**config.mk**
```make
export PLATFORM = sky130hd
export DESIGN_NAME = vend_dispense_ctrl
export DESIGN_NICKNAME = d
export VERILOG_FILES = /design/src/rtl/vend_dispense_ctrl.sv
export SDC_FILE = /design/constraint.sdc
export NUM_CORES = 1
export LEC_CHECK = 0
export ABC_AREA = 1
export BUFFER_PORTS_ARGS = -buffer_cell sky130_fd_sc_hd__buf_2
export CAP_MARGIN = 5
export CORE_UTILIZATION = 35
export CTS_BUF_LIST = sky130_fd_sc_hd__clkbuf_2
export DETAILED_ROUTE_END_ITERATION = 16
export GPL_TIMING_DRIVEN = 0
export HOLD_SLACK_MARGIN = 0.05
export PLACE_DENSITY = 0.61
export SLEW_MARGIN = 20
export SYNTH_ARGS = -nofsm -noshare
export SYNTH_HDL_FRONTEND = slang
export SYNTH_SLANG_ARGS = --single-unit
```
**constraint.sdc**
```tcl
create_clock -name clk -period 2.7 [get_ports clk]
set_input_delay 0 -clock clk [delete_from_list [all_inputs] [get_ports clk]]
set_output_delay 0 -clock clk [all_outputs]
set_load 0.02 [all_outputs]
```
**src/rtl/vend_dispense_ctrl.sv**
```systemverilog
// Vending dispense controller: queues bottle and change requests and drives
// the bottle motor and coin hopper one item at a time with stuck-actuator fault.
//
// Ports:
//   clk, reset          rising-edge clock, asynchronous active-high reset
//   i_bottle_req        one bottle request per cycle held high
//   i_change_req        one change-coin request per cycle held high
//   i_motor_done        bottle motor finished (looked at only while vending)
//   i_hopper_done       hopper ejected a coin (looked at only while paying out)
//   i_fault_clr         service clear (looked at only while faulted)
//   o_motor_on          bottle motor drive
//   o_hopper_on         coin hopper drive
//   o_busy              serving an item or in the post-item gap
//   o_fault             stuck actuator latched
//   o_overflow          a request was dropped because its counter was full
//   o_pend_bottles      bottles still owed
//   o_pend_change       change coins still owed

module vend_dispense_ctrl #(
    parameter int CNT_W       = 3,
    parameter int MAX_PENDING = 7,
    parameter int ACT_TIMEOUT = 255,
    parameter int TMR_W       = 8
) (
    input  logic             clk,
    input  logic             reset,
    input  logic             i_bottle_req,
    input  logic             i_change_req,
    input  logic             i_motor_done,
    input  logic             i_hopper_done,
    input  logic             i_fault_clr,
    output logic             o_motor_on,
    output logic             o_hopper_on,
    output logic             o_busy,
    output logic             o_fault,
    output logic             o_overflow,
    output logic [CNT_W-1:0] o_pend_bottles,
    output logic [CNT_W-1:0] o_pend_change
);

    typedef enum logic [2:0] {
        S_IDLE,
        S_VEND,
        S_PAYOUT,
        S_GAP,
        S_FAULT
    } state_t;

    localparam logic [CNT_W-1:0] MAX_CNT = CNT_W'(MAX_PENDING);
    localparam logic [TMR_W-1:0] TMO     = TMR_W'(ACT_TIMEOUT);

    state_t             r_state;
    logic [TMR_W-1:0]   r_tmr;
    logic [CNT_W-1:0]   r_pend_b;
    logic [CNT_W-1:0]   r_pend_c;
    logic               r_motor_on;
    logic               r_hopper_on;
    logic               r_busy;
    logic               r_fault;
    logic               r_ovf;

    state_t             w_nxt;
    logic [TMR_W-1:0]   w_tmr_inc;
    logic               w_dec_b;
    logic               w_dec_c;
    logic               w_drop_b;
    logic               w_drop_c;
    logic               w_tmr_run;

    // w_tmr_inc is the number of cycles the drive will have been on once
    // this cycle completes; reaching the limit without a done means stuck.
    always_comb begin
        w_nxt     = r_state;
        w_dec_b   = 1'b0;
        w_dec_c   = 1'b0;
        w_tmr_inc = r_tmr + 1'b1;
        unique case (r_state)
            S_IDLE: begin
                if (r_pend_b != '0) begin
                    w_nxt = S_VEND;
                end else if (r_pend_c != '0) begin
                    w_nxt = S_PAYOUT;
                end
            end
            S_VEND: begin
                if (i_motor_done) begin
                    w_nxt   = S_GAP;
                    w_dec_b = (r_pend_b != '0);
                end else if (w_tmr_inc == TMO) begin
                    w_nxt = S_FAULT;
                end
            end
            S_PAYOUT: begin
                if (i_hopper_done) begin
                    w_nxt   = S_GAP;
                    w_dec_c = (r_pend_c != '0);
                end else if (w_tmr_inc == TMO) begin
                    w_nxt = S_FAULT;
                end
            end
            S_GAP: begin
                w_nxt = S_IDLE;
            end
            S_FAULT: begin
                if (i_fault_clr) begin
                    w_nxt = S_IDLE;
                end
            end
            default: begin
                w_nxt = S_IDLE;
            end
        endcase
    end

    // A request coinciding with a decrement nets to zero, so it is never
    // dropped even when the counter is full.
    assign w_drop_b = i_bottle_req && !w_dec_b && (r_pend_b == MAX_CNT);
    assign w_drop_c = i_change_req && !w_dec_c && (r_pend_c == MAX_CNT);

    // Timer only runs while staying in an actuator state; any entry
    // into VEND/PAYOUT therefore starts from zero.
    assign w_tmr_run = (w_nxt == r_state) &&
                       ((r_state == S_VEND) || (r_state == S_PAYOUT));

    always_ff @(posedge clk or posedge reset) begin
        if (reset) begin
            r_state     <= S_IDLE;
            r_tmr       <= '0;
            r_pend_b    <= '0;
            r_pend_c    <= '0;
            r_motor_on  <= 1'b0;
            r_hopper_on <= 1'b0;
            r_busy      <= 1'b0;
            r_fault     <= 1'b0;
            r_ovf       <= 1'b0;
        end else begin
            r_state <= w_nxt;
            r_tmr   <= w_tmr_run ? w_tmr_inc : '0;

            if (i_bottle_req && !w_dec_b && !w_drop_b) begin
                r_pend_b <= r_pend_b + 1'b1;
            end else if (!i_bottle_req && w_dec_b) begin
                r_pend_b <= r_pend_b - 1'b1;
            end

            if (i_change_req && !w_dec_c && !w_drop_c) begin
                r_pend_c <= r_pend_c + 1'b1;
            end else if (!i_change_req && w_dec_c) begin
                r_pend_c <= r_pend_c - 1'b1;
            end

            r_ovf       <= w_drop_b | w_drop_c;
            r_motor_on  <= (w_nxt == S_VEND);
            r_hopper_on <= (w_nxt == S_PAYOUT);
            r_busy      <= (w_nxt == S_VEND) || (w_nxt == S_PAYOUT) ||
                           (w_nxt == S_GAP);
            r_fault     <= (w_nxt == S_FAULT);
        end
    end

    assign o_motor_on     = r_motor_on;
    assign o_hopper_on    = r_hopper_on;
    assign o_busy         = r_busy;
    assign o_fault        = r_fault;
    assign o_overflow     = r_ovf;
    assign o_pend_bottles = r_pend_b;
    assign o_pend_change  = r_pend_c;

endmodule
```
; Yosys cells after proc, flatten, opt, wreduce, memory -nomap -nowiden
; Index checks and enable logic that the tools add are counted.
[totals]
register_bits = 22
in_bits = 7
wordCells = 65
[classes]
addsub = 5
eq_ne = 11
bitwise_logic = 1
n_reduce_logical = 23
mux = 16
[op_table]
columns = cell, count
row1 = $mux 3, 10
row2 = $eq 3x3->1 const B, 4
row3 = $pmux 3 s4, 1
row4 = $eq 3x2->1 const B, 3
row5 = $logic_and 1x1->1, 9
row6 = $add 8x1->8 const B, 1
row7 = $eq 8x8->1 const B, 1
row8 = $mux 8, 1
row9 = $add 3x1->3 const B, 2
row10 = $eq 3x1->1 const B, 2
row11 = $logic_not 1->1, 6
row12 = $reduce_bool 3->1, 2
row13 = $sub 3x1->3 const B, 2
row14 = $mux 1, 4
row15 = $reduce_bool 2->1, 2
row16 = $eq 3x3->1, 1
row17 = $logic_not 3->1, 1
row18 = $logic_or 1x1->1, 3
row19 = $or 1x1->1, 1

; Logic depth before layout (Yosys ltp)
; Gate-level depths: netlist of the first run.
[logic_depth]
word_depth = 9
depth_mapped = 13
ltp_nobuf = 13

; Worst setup path before layout of the first run
; OpenSTA, ideal clock, no wires.
[synth_path]
kind = register to register
from = register r_pend_b[0] (netlist: o_pend_bottles[0])
to = register r_pend_b[2] (netlist: o_pend_bottles[2])
stages_incl_launch_ff = 8
period_less_slack_ns = 1.827
arrival_ns = 1.697
required_ns = 2.570
path_slack_ns = 0.873
n_path_buf = 0
setup_time_ns = 0.130
path_cell_list = dfrtp_1 -> nor2_1 -> nand2_1 -> nand3_1 -> nand3_1 -> fa_1 -> mux2_2 -> xnor2_1
[synth_via]
elab_chain_len = 9
word_cells_on_any_way = 15
cone_classes = add/sub: 2 / eq/ne: 1 / mux: 4 / reduce/logical: 8
[synth_lines]
columns = element, line_no
row1 = "start, declared", 54  ; logic [CNT_W-1:0] r_pend_b;
row2 = "start signal, assigned", 141  ; r_pend_b <= r_pend_b + 1'b1;
row3 = "start signal, assigned", 143  ; r_pend_b <= r_pend_b - 1'b1;
row4 = $reduce_bool 3->1, 88  ; w_dec_b = (r_pend_b != '0);
row5 = $mux 1, 86  ; if (i_motor_done) begin
row6 = $mux 1, 77  ; unique case (r_state)
row7 = $logic_not 1->1, "117, 140"
row8 = $logic_and 1x1->1, "117, 140"
row9 = $logic_and 1x1->1, 117  ; assign w_drop_b = i_bottle_req && !w_dec_b && (r_pend_b == MAX_CNT);
row10 = $logic_not 1->1, 140  ; if (i_bottle_req && !w_dec_b && !w_drop_b) begin
row11 = $logic_and 1x1->1, 140
row12 = $mux 3 / $reduce_bool 2->1 (equally long branches), -
; Parallel ways exist; a longest one is shown, timed or not. The select of a mux whose other input is x is not followed.
; A chain may end at the register's enable or synchronous reset.

; Worst setup path after layout of the first run
[layout_path]
from = register r_state[1]
to = register r_fault (netlist: o_fault)
[layout_via]
elab_chain_len = 4
word_cells_on_any_way = 12
cone_classes = eq/ne: 4 / mux: 7 / reduce/logical: 1
[layout_lines]
columns = element, line_no
row1 = "start, declared", 52  ; state_t r_state;
row2 = "start signal, assigned", 137  ; r_state <= w_nxt;
row3 = "$mux 3, on equally long branches", "89, 97, 81"
row4 = "$mux 3, on equally long branches", "94, 79, 86"
row5 = $pmux 3 s4 *, 77
row6 = $eq 3x3->1 *, 157  ; r_fault <= (w_nxt == S_FAULT);
row7 = "end signal, assigned", 157
row8 = "end, declared", 59  ; logic r_fault;
; Mark *: on every way between the ends. The rest lies on a longest branch, timed or not.

==> reports/metrics.cfg, run 1 <==
[grt]
overflow=0
grt_max_degree=23
grt_first_pass_wirelength_microns=3870
busiest_layer=met2
first_global_vias=943
met2_usage=0.229
antenna_found_initial=0
met1_usage=0.143
track_usage=0.124
grt_use_met3=0.0165

[hold_path]
hp-class=in2reg
hp-start=i_bottle_req
whs_endpoint=o_pend_bottles[2]$_DFFE_PP0P_
hold_depth=4

[worst_setup_path]
slowest_delay_ps=580
r2r_cells=9
required_ps=2960
worstSetupStartpointType=register
worst_path_max_delay_cell=dlygate4sd3_1
crit_path_end_kind=register
path_max_fanout=4
crit-reg2reg-capture=o_fault$_DFF_PP0_
worstSetupPathType=reg2reg
crit_chain=inv_1 > nand2_1 > nor2_1 > inv_1 > o32ai_1 > dlygate4sd3_1 > nand2_1 > o21ai_0 > dlygate4sd3_1
arrival_ps=2530
reg2reg_from=r_state[1]$_DFF_PP0_
r2r_slack_ps=430
cp_top_family=buffers and inverters
worst-path-buf-inv=4

[final_layout]
syn2layout_area_growth_pct=17.9
final-instance-count-excl-fill=216
diodes=0
finish.utilization=0.438
final_cell_mix=nand2_1, dfrtp_1, inv_1
layout_commonest_cell=nand2_1
fin_nets=183
final_layout_size_suffix_gt1_frac=0.265
final.fill_count=353

[routing]
remaining_drc_errors=0
wl_per_cell_microns=9.63
postRouteAntennaNets=0
via_count=966
drt_iter0_drc=15
first_pass_iters=4
wl_microns=2080
vias_per_cell=4.47

[timing]
worst_pin_slew_ps=836
fin_setup_tns_ps=0
setup-violations-final=0
finalCriticalPeriod_ps=2270
rsz0062_at_grt=false
max_freq_mhz=440
hold_slack_ps=114
finalCritPeriodShare=0.842
report.final.slew_viol_count=0
fin_skew_ps=12.7
slew_headroom=0.442
hold_violations=0
layout_setup_ws_ps=427

[synthesis]
yosysSeqAreaShare=0.433
netlist_instances=143
syn_nets=154
synthArstFlopShare=1.00
synth_cell_types=29
syn_area_sq_um=1270
yosysWarningCount=0
synth_top_flop_cell=dfrtp_1
synth_edf_count=0
synth_seq_cells=22
syn_avg_cell_area_sq_um=8.88

[floorplanning]
io_pins=18
core.rowCount=21
floorplan.initialDensity=0.372
core_sq_um=3420
dieWidth_microns=62.2
die_height_microns=62.2
die_area_sq_um=3870

[power_and_ir_drop]
switching_share=0.463
p_per_area_nw_per_um2=896
p_comb_frac=0.530
leakage_nw=0.699
p_int_uw=721
power_frac_seq=0.381
p_clk_frac=0.089
peakVddDrop_mv=0.410
p_sw_uw=621

[clock_network]
cts_root_buf=clkbuf_2
tritoncts=done
clock-sinks=22
clock_path_buffers=2
worstSkewPairLatency_ps=310
cts_buffers=3
cts.reportedPaths.clkPinSlew_ps=190
htree_levels=1

[placement]
dp_hpwl_microns=1650
placedCellCount=206
portBuffers=17
place_congestion=0.754
dp_slack_ps=782

[outcome]
status=complete, no violations

[flow_run]
cap_violations=0

## worst max-delay path by stage
stage,from,cells past startpoint,endpoint
final,r_state[1]$_DFF_PP0_,9,o_fault$_DFF_PP0_
after global routing,r_state[1]$_DFF_PP0_,9,o_fault$_DFF_PP0_
after CTS,r_state[1]$_DFF_PP0_,9,o_fault$_DFF_PP0_
after detailed placement,r_tmr[0]$_DFF_PP0_,10,r_tmr[1]$_DFF_PP0_
after global placement,r_tmr[0]$_DFF_PP0_,10,r_tmr[0]$_DFF_PP0_
after floorplan,o_pend_bottles[0]$_DFFE_PP0P_,7,o_pend_bottles[2]$_DFFE_PP0P_
## kinds of logic after synthesis
group,Yosys count,synth area share
multiplexers,3,0.0266
adder cells (fa/ha/maj),4,0.0512
AND/OR/NAND/NOR,70,0.276
flip-flops,22,0.433
XOR/XNOR,4,0.0276
AO/OA/AOI/OAI,17,0.113
buffers and inverters,23,0.0719
## worst min-delay path, delay by kind of cell
family | cells | cell delay, ps
multiplexers | 1 | 150
buffers and inverters | 1 | 90
AND/OR/NAND/NOR | 1 | 110
XOR/XNOR | 1 | 60
## registers in the layout, indices dropped and copies added (netlist names)
| name | count |
|---|---|
| o_busy | 1 |
| o_fault | 1 |
| o_hopper_on | 1 |
| o_motor_on | 1 |
| o_overflow | 1 |
| o_pend_bottles | 3 |
| o_pend_change | 3 |
| r_state | 3 |
| r_tmr | 8 |
## layer usage
layer / vias to the layer above / wire length [microns] / part of all wire
met3: 5 / 40 / 0.019
met4: 0 / 36 / 0.017
li1: 507 / - / -
met5: - / 0 / 0
met2: 12 / 1020 / 0.49
met1: 442 / 987 / 0.47
## metrics by stage
step	area [sq um]	power, mW
6_report	1500	1.34
5_1_grt	1500	1.47
4_1_cts	1500	1.37
2_1_floorplan	1270	1.06
3_5_place_dp	1410	1.22
3_3_place_gp	1410	1.20
## power by group through the flow
stage	Clock, mW	Combinational [mW]	Sequential [mW]
after floorplan	0	0.461	0.596
after global placement	0	0.679	0.517
after detailed placement	0	0.700	0.521
after CTS	0.130	0.723	0.515
after global routing	0.142	0.796	0.530
final	0.120	0.711	0.511
## final cells by class
type	instances	area, sq um	area share
clock buffer	3	15.0	0.0100
inverter	23	91.3	0.0610
multi-input combinational	98	628	0.419
sequential	22	551	0.368
tap	46	57.6	0.0384
timing repair buffer	24	155	0.104
## cells in the mapped netlist (all sizes together) (3+ instances only)
cell | instances | area share
o21ai | 3 | 0.012
a21oi | 10 | 0.072
mux2 | 3 | 0.027
dfrtp | 22 | 0.43
nor2 | 13 | 0.048
nand4 | 3 | 0.015
nand3 | 12 | 0.071
xor2 | 3 | 0.021
nand2 | 40 | 0.13
inv | 21 | 0.062
## repair_timing
item / CTS / global route
hold buffers: 7 / 0
resized for setup: 0 / 0
buffers inserted: 0 / 0
endpoints found under the hold margin: 25 / 0
Note: power is estimated with default switching activity, not from simulation.
==> run 2, diff against run 1 <==
--- a/config.mk
+++ b/config.mk
@@ -13,7 +13,7 @@
 export DETAILED_ROUTE_END_ITERATION = 16
 export GPL_TIMING_DRIVEN = 0
 export HOLD_SLACK_MARGIN = 0.05
-export PLACE_DENSITY = 0.61
+export PLACE_DENSITY = 0.63
 export SLEW_MARGIN = 20
 export SYNTH_ARGS = -nofsm -noshare
 export SYNTH_HDL_FRONTEND = slang
==> constraint.sdc (replaced) <==
create_clock -name clk -period 1.9 [get_ports clk]
set_input_delay 0 -clock clk [delete_from_list [all_inputs] [get_ports clk]]
set_output_delay 0 -clock clk [all_outputs]
set_load 0.02 [all_outputs]
==> run 2 against run 1 <==
Effect of this change: largest power group unchanged; sequential share of layout area shrank 3.3 points; flip-flop and latch count is the same; die area is the same; final cell count up 5.6%; worst hold slack worse by 13 ps.
==> reports/metrics.cfg, run 2 (synthesis gave the netlist of run 1 again) <==
[floorplanning]
core_sq_um=3420  ; unchanged
die_area_sq_um=3870  ; unchanged
die_height_microns=62.2  ; unchanged
core.rowCount=21  ; unchanged
io_pins=18  ; unchanged
floorplan.initialDensity=0.372  ; unchanged
dieWidth_microns=62.2  ; unchanged

[power_and_ir_drop]
peakVddDrop_mv=0.639  ; was 0.410 mV
p_per_area_nw_per_um2=1260  ; was 896 nW/um^2
leakage_nw=0.757  ; was 0.699 nW

[timing]
worst_pin_slew_ps=830  ; was 836 ps
layout_setup_ws_ps=60.2  ; was 427 ps
finalCritPeriodShare=0.968  ; was 0.842
report.final.slew_viol_count=0  ; unchanged
fin_setup_tns_ps=0  ; unchanged
hold_violations=0  ; unchanged
slew_headroom=0.446  ; was 0.442
finalCriticalPeriod_ps=1840  ; was 2270 ps
max_freq_mhz=544  ; was 440 MHz
setup-violations-final=0  ; unchanged
fin_skew_ps=8.91  ; was 12.7 ps
rsz0062_at_grt=true  ; was false

[worst_setup_path]
reg2reg_from=r_tmr[0]$_DFF_PP0_  ; was r_state[1]$_DFF_PP0_
r2r_slack_ps=60  ; was 430 ps
required_ps=2160  ; was 2960 ps
cp_common_cell=nand2_2
arrival_ps=2100  ; was 2530 ps
critPathLaunch=r_tmr[0]$_DFF_PP0_  ; was r_state[1]$_DFF_PP0_
crit_chain=ha_4 > nand2_2 > nand2_2 > nor2_2 > nand3_2 > nor2_2 > nand2_2 > nand2_2 > nand2_4 > clkinv_4 > nand3_4 > a21oi_2  ; was inv_1 > nand2_1 > nor2_1 > inv_1 > o32ai_1 > dlygate4sd3_1 > nand2_1 > o21ai_0 > dlygate4sd3_1
worstSetupStartpointType=register  ; unchanged
cp.depth=12  ; was 9
r2r_cells=12  ; was 9
crit_path_end_kind=register  ; unchanged
crit-reg2reg-capture=r_tmr[0]$_DFF_PP0_  ; was o_fault$_DFF_PP0_
worst-path-buf-inv=1  ; was 4
path_max_fanout=8  ; was 4
worstSetupPathType=reg2reg  ; unchanged
worst_path_max_delay_cell=dfrtp_2  ; was dlygate4sd3_1
endpoint=r_tmr[0]$_DFF_PP0_  ; was o_fault$_DFF_PP0_
slowest_delay_ps=490  ; was 580 ps
cp_top_family=simple AND/OR/NAND/NOR gates  ; was buffers and inverters

[clock_network]
clock_path_buffers=2  ; unchanged
clock-sinks=22  ; unchanged
tritoncts=done  ; unchanged
worstSkewPairLatency_ps=310  ; about the same
htree_levels=1  ; unchanged
cts.reportedPaths.clkPinSlew_ps=200  ; was 190 ps
cts_root_buf=clkbuf_2  ; unchanged
cts_buffers=3  ; unchanged

[grt]
grt_first_pass_wirelength_microns=3980  ; was 3870 microns
first_global_vias=957  ; was 943
antenna_found_initial=0  ; unchanged
track_usage=0.128  ; was 0.124
overflow=0  ; unchanged
grt_max_degree=23  ; unchanged

[final_layout]
final_cell_mix=nand2_1, inv_1, dfrtp_1  ; was nand2_1, dfrtp_1, inv_1
diodes=0  ; unchanged
largest_register_ffs=8  ; unchanged
regMostFlops=r_tmr  ; unchanged
syn2layout_area_growth_pct=30.8  ; was 17.9%
final-instance-count-excl-fill=228  ; was 216
stdcell_area_sq_um=1660  ; was 1500 sq um
layout_commonest_cell=nand2_1  ; unchanged
final_layout_size_suffix_gt1_frac=0.429  ; was 0.265
fin_nets=194  ; was 183

[routing]
remaining_drc_errors=0  ; unchanged
wl_microns=2390  ; was 2080 microns
postRouteAntennaNets=0  ; unchanged
via_count=1035  ; was 966
wl_per_cell_microns=10.5  ; was 9.63 microns
drt_iter0_drc=14  ; was 15
vias_per_cell=4.54  ; was 4.47
first_pass_iters=4  ; unchanged

[placement]
placedCellCount=206  ; unchanged
post_dp_cell_area_sq_um=1410  ; unchanged
dp_slack_ps=-45.1  ; was 782 ps
dp_hpwl_microns=1730  ; was 1650 microns
portBuffers=17  ; unchanged
place_congestion=0.740  ; was 0.754

[outcome]
status=complete, no violations  ; unchanged

[hold_path]
hp-class=in2reg  ; unchanged
hp-start=i_change_req  ; was i_bottle_req

[flow_run]
cap_violations=0  ; unchanged

-- run 2: changes by cell type in the layout (fill, tap and decap cells not counted), moves of 4 or more --
cell	delta
nand3_1	-5
nand2_2	+6
buf_4	+12
dfrtp_2	+4
dfrtp_1	-4
nand2_1	-6
-- run 2: through the flow --
| stage | hold slack [ps] | power [mW] | util |
|---|---|---|---|
| floorplan | -10.8 | 1.50 | - |
| global placement | 186 | 1.70 | 0.414 |
| detailed placement | 204 | 1.74 | 0.414 |
| CTS | 99.8 | 1.96 | 0.440 |
| global route | 94.6 | 2.28 | 0.486 |
| finish | 102 | 2.10 | 0.486 |
-- run 2: worst register-to-register path: stages, from the launching register on --
cell and delay (ps):
dfrtp_2 490, ha_4 200, nand2_2 60, nand2_2 60, nor2_2 110, nand3_2 70, nor2_2 120, nand2_2 110
nand2_2 100, nand2_4 80, clkinv_4 80, nand3_4 130, a21oi_2 170
-- run 2: worst min path at each step --
stage,cells after the start,to,slack (ps)
floorplan,1,o_busy$_DFF_PP0_,-10
global placement,2,o_overflow$_DFF_PP0_,190
detailed placement,2,r_tmr[1]$_DFF_PP0_,200
CTS,4,o_pend_change[0]$_DFFE_PP0P_,100
global route,4,o_pend_change[2]$_DFFE_PP0P_,90
finish,4,o_pend_change[0]$_DFFE_PP0P_,100
-- run 2: metal layers --
layer	vias up	wire, microns	track usage
li1	528	-	-
met1	490	1050	0.155
met2	13	1260	0.225
met3	4	46	0.0165
met4	0	34	0.0610
met5	-	0	0
-- run 2: timing repair --
item,in CTS,in global routing
resized for setup,4,20
endpoints found under the setup margin,9,15
hold buffers,6,0
pin swaps,0,11
endpoints found under the hold margin,25,0
buffers inserted,0,12
-- run 2: layout make-up --
class | count | area [sq um]
well taps | 46 | 57.6
inverters | 23 | 91.3
repair buffers | 35 | 235
clock buffers | 3 | 15.0
clock inverters | 1 | 3.75
fillers | 345 | 1750
flip-flops and latches | 22 | 556
multi-input cells | 98 | 703
-- run 2: report_power, final --
| part | internal, mW | leakage, nW | switching, mW |
|---|---|---|---|
| registers | 0.610 | 0.277 | 0.124 |
| clock network | 0.0458 | 0.0140 | 0.131 |
| logic | 0.490 | 0.466 | 0.700 |
==> run 3, diff against run 2 <==
--- a/config.mk
+++ b/config.mk
@@ -6,14 +6,14 @@
 export NUM_CORES = 1
 export LEC_CHECK = 0
 export ABC_AREA = 1
-export BUFFER_PORTS_ARGS = -buffer_cell sky130_fd_sc_hd__buf_2
 export CAP_MARGIN = 5
 export CORE_UTILIZATION = 35
 export CTS_BUF_LIST = sky130_fd_sc_hd__clkbuf_2
 export DETAILED_ROUTE_END_ITERATION = 16
+export DONT_BUFFER_PORTS = 1
 export GPL_TIMING_DRIVEN = 0
 export HOLD_SLACK_MARGIN = 0.05
-export PLACE_DENSITY = 0.63
+export PLACE_DENSITY = 0.59
 export SLEW_MARGIN = 20
 export SYNTH_ARGS = -nofsm -noshare
 export SYNTH_HDL_FRONTEND = slang
==> run 3 against run 2 <==
Effect of this change: die area is the same; sequential share of layout area grew 0.61 points; core utilization shrank 0.55 points; clock skew shrank 3.3 ps; flip-flop and latch count is the same; critical endpoint is now o_pend_bottles[2]$_DFFE_PP0P_; largest power group unchanged; highest routed layer unchanged.
==> reports/metrics.cfg, run 3 (synthesis gave the netlist of run 1 again) <==
[power_and_ir_drop]
switching_share=0.437  ; was 0.454
peakVddDrop_mv=0.702  ; was 0.639 mV
p_comb_frac=0.438  ; was 0.567
p_int_mw=1.21  ; was 1.15 mW
p_per_area_nw_per_um2=1310  ; was 1260 nW/um^2
p_clk_frac=0.150  ; was 0.084
power_frac_seq=0.412  ; was 0.349
total_power_mw=2.15  ; was 2.10 mW
p_sw_uw=941  ; was 954 uW
leakage_nw=0.693  ; was 0.757 nW

[grt]
antenna_found_initial=0  ; unchanged
grt_max_degree=23  ; unchanged
grt_use_met3=0.0239  ; was 0.0165
busiest_layer=met2  ; unchanged
overflow=0  ; unchanged
track_usage=0.121  ; was 0.128
first_global_vias=963  ; was 957
met1_usage=0.127  ; was 0.155
grt_first_pass_wirelength_microns=3860  ; was 3980 microns
met2_usage=0.234  ; was 0.225

[final_layout]
diodes=0  ; unchanged
regMostFlops=r_tmr  ; unchanged
final.fill_count=332  ; was 345
syn2layout_area_growth_pct=29.4  ; was 30.8%
fin_nets=178  ; was 194
largest_register_ffs=8  ; unchanged
layout_commonest_cell=nand2_1  ; unchanged
final_cell_mix=nand2_1, inv_1, dfrtp_1  ; unchanged
final_layout_size_suffix_gt1_frac=0.398  ; was 0.429

[timing]
worst_pin_slew_ps=815  ; was 830 ps
max_freq_mhz=540  ; was 544 MHz
hold_violations=0  ; unchanged
fin_skew_ps=5.65  ; was 8.91 ps
hold_slack_ps=244  ; was 102 ps
setup-violations-final=0  ; unchanged
rsz0062_at_grt=true  ; unchanged
finalCriticalPeriod_ps=1850  ; was 1840 ps
slew_headroom=0.456  ; was 0.446
report.final.slew_viol_count=0  ; unchanged
finalCritPeriodShare=0.975  ; was 0.968

[floorplanning]
floorplan.initialDensity=0.372  ; unchanged
core.rowCount=21  ; unchanged
die_height_microns=62.2  ; unchanged
io_pins=18  ; unchanged
dieWidth_microns=62.2  ; unchanged
core_sq_um=3420  ; unchanged
die_area_sq_um=3870  ; unchanged

[worst_setup_path]
worst-path-buf-inv=0  ; was 1
crit-reg2reg-capture=o_pend_bottles[2]$_DFFE_PP0P_  ; was r_tmr[0]$_DFF_PP0_
r2r_slack_ps=50  ; was 60 ps
crit_path_end_kind=register  ; unchanged
cp_top_family=flip-flops  ; was simple AND/OR/NAND/NOR gates
worst_path_max_delay_cell=dfrtp_2  ; unchanged
cp_common_cell=nand3_2  ; was nand2_2
crit_chain=nor2_2 > nand2_1 > nand3_2 > nand3_2 > fa_1 > mux2_2 > xnor2_1  ; was ha_4 > nand2_2 > nand2_2 > nor2_2 > nand3_2 > nor2_2 > nand2_2 > nand2_2 > nand2_4 > clkinv_4 > nand3_4 > a21oi_2
reg2reg_from=o_pend_bottles[0]$_DFFE_PP0P_  ; was r_tmr[0]$_DFF_PP0_
r2r_cells=7  ; was 12
required_ps=2130  ; was 2160 ps
worstSetupPathType=reg2reg  ; unchanged
slowest_delay_ps=540  ; was 490 ps
path_max_fanout=5  ; was 8
arrival_ps=2080  ; was 2100 ps
worstSetupStartpointType=register  ; unchanged

[routing]
postRouteAntennaNets=0  ; unchanged
vias_per_cell=4.59  ; was 4.54
remaining_drc_errors=0  ; unchanged
first_pass_iters=4  ; unchanged
wl_per_cell_microns=10.6  ; was 10.5 microns
via_count=974  ; was 1,035
wl_microns=2240  ; was 2390 microns
drt_iter0_drc=15  ; was 14

[clock_network]
cts_buffers=3  ; unchanged
htree_levels=1  ; unchanged
tritoncts=done  ; unchanged
clock-sinks=22  ; unchanged
clock_path_buffers=2  ; unchanged
cts_root_buf=clkbuf_2  ; unchanged
worstSkewPairLatency_ps=320  ; was 310 ps
cts.reportedPaths.clkPinSlew_ps=210  ; was 200 ps

[hold_path]
hp-class=in2async  ; was in2reg

[placement]
place_congestion=0.748  ; was 0.740
portBuffers=0  ; was 17
dp_hpwl_microns=1640  ; was 1730 microns

[outcome]
status=complete, no violations  ; unchanged

[flow_run]
cap_violations=0  ; unchanged

[run 3: cell count changes in the layout (fill, tap and decap cells not counted), moves of 2 or more]
cell / delta
dlygate4sd3_1: +3
buf_4: -3
dfrtp_2: +3
buf_2: -17
dfrtp_1: -3
inv_1: -2
[run 3: what timing repair did]
| action | 4_1_cts | 5_1_grt |
|---|---|---|
| endpoints found under the setup margin | 10 | 14 |
| pin swaps | 2 | 12 |
| endpoints found under the hold margin | 33 | 1 |
| setup buffers | 3 | 7 |
| resized for setup | 10 | 22 |
| hold buffers | 8 | 1 |
| cloned | 0 | 0 |
[run 3: per-stage QoR]
stage               setup WS, ps  utilization  instances  TNS (ps)  area (sq um)
floorplan                   72.9            -        143         0          1270
global placement           -30.2        0.389        189     -56.8          1330
detailed placement         -63.0        0.389        189      -246          1330
CTS                         16.6        0.439        204         0          1500
global route               -33.8        0.481        212     -85.0          1640
finish                      47.6        0.481        212         0          1640
[run 3: cell type report]
type / instances / area, sq um / share of cell area
clock buffers: 3 / 15.0 / 0.00914
well taps: 46 / 57.6 / 0.0350
flip-flops and latches: 22 / 559 / 0.340
multi-input cells: 98 / 721 / 0.439
repair buffers: 19 / 169 / 0.103
inverters: 23 / 91.3 / 0.0556
clock inverters: 1 / 30.0 / 0.0183
[run 3: power groups by stage]
stage | Combinational, mW | Sequential (mW) | Clock [mW]
6_report | 0.941 | 0.887 | 0.323
4_1_cts | 0.846 | 0.883 | 0.334
3_3_place_gp | 0.740 | 0.878 | 0
2_1_floorplan | 0.655 | 0.847 | 0
5_1_grt | 1.05 | 0.909 | 0.348
3_5_place_dp | 0.765 | 0.882 | 0
[run 3: how the worst max path moves through the flow]
stage | end | depth (start not counted) | from
final | o_pend_bottles[2]$_DFFE_PP0P_ | 7 | o_pend_bottles[0]$_DFFE_PP0P_
after global routing | r_tmr[3]$_DFF_PP0_ | 12 | r_tmr[0]$_DFF_PP0_
after CTS | o_pend_change[2]$_DFFE_PP0P_ | 7 | o_pend_change[0]$_DFFE_PP0P_
after detailed placement | o_pend_bottles[2]$_DFFE_PP0P_ | 7 | o_pend_bottles[0]$_DFFE_PP0P_
after global placement | o_pend_change[2]$_DFFE_PP0P_ | 7 | o_pend_change[0]$_DFFE_PP0P_
after floorplan | o_pend_bottles[2]$_DFFE_PP0P_ | 7 | o_pend_bottles[0]$_DFFE_PP0P_
[run 3: per-layer routing]
metal	part of all wire	up-vias
met4	0.013	0
met5	0	-
met1	0.43	460
met3	0.025	4
li1	-	499
met2	0.53	11
[run 3: worst reg2reg max path, cell delays in order, from the launching register on]
cell,delay (ps)
dfrtp_2,540
nor2_2,140
nand2_1,90
nand3_2,100
nand3_2,100
fa_1,380
mux2_2,290
xnor2_1,120
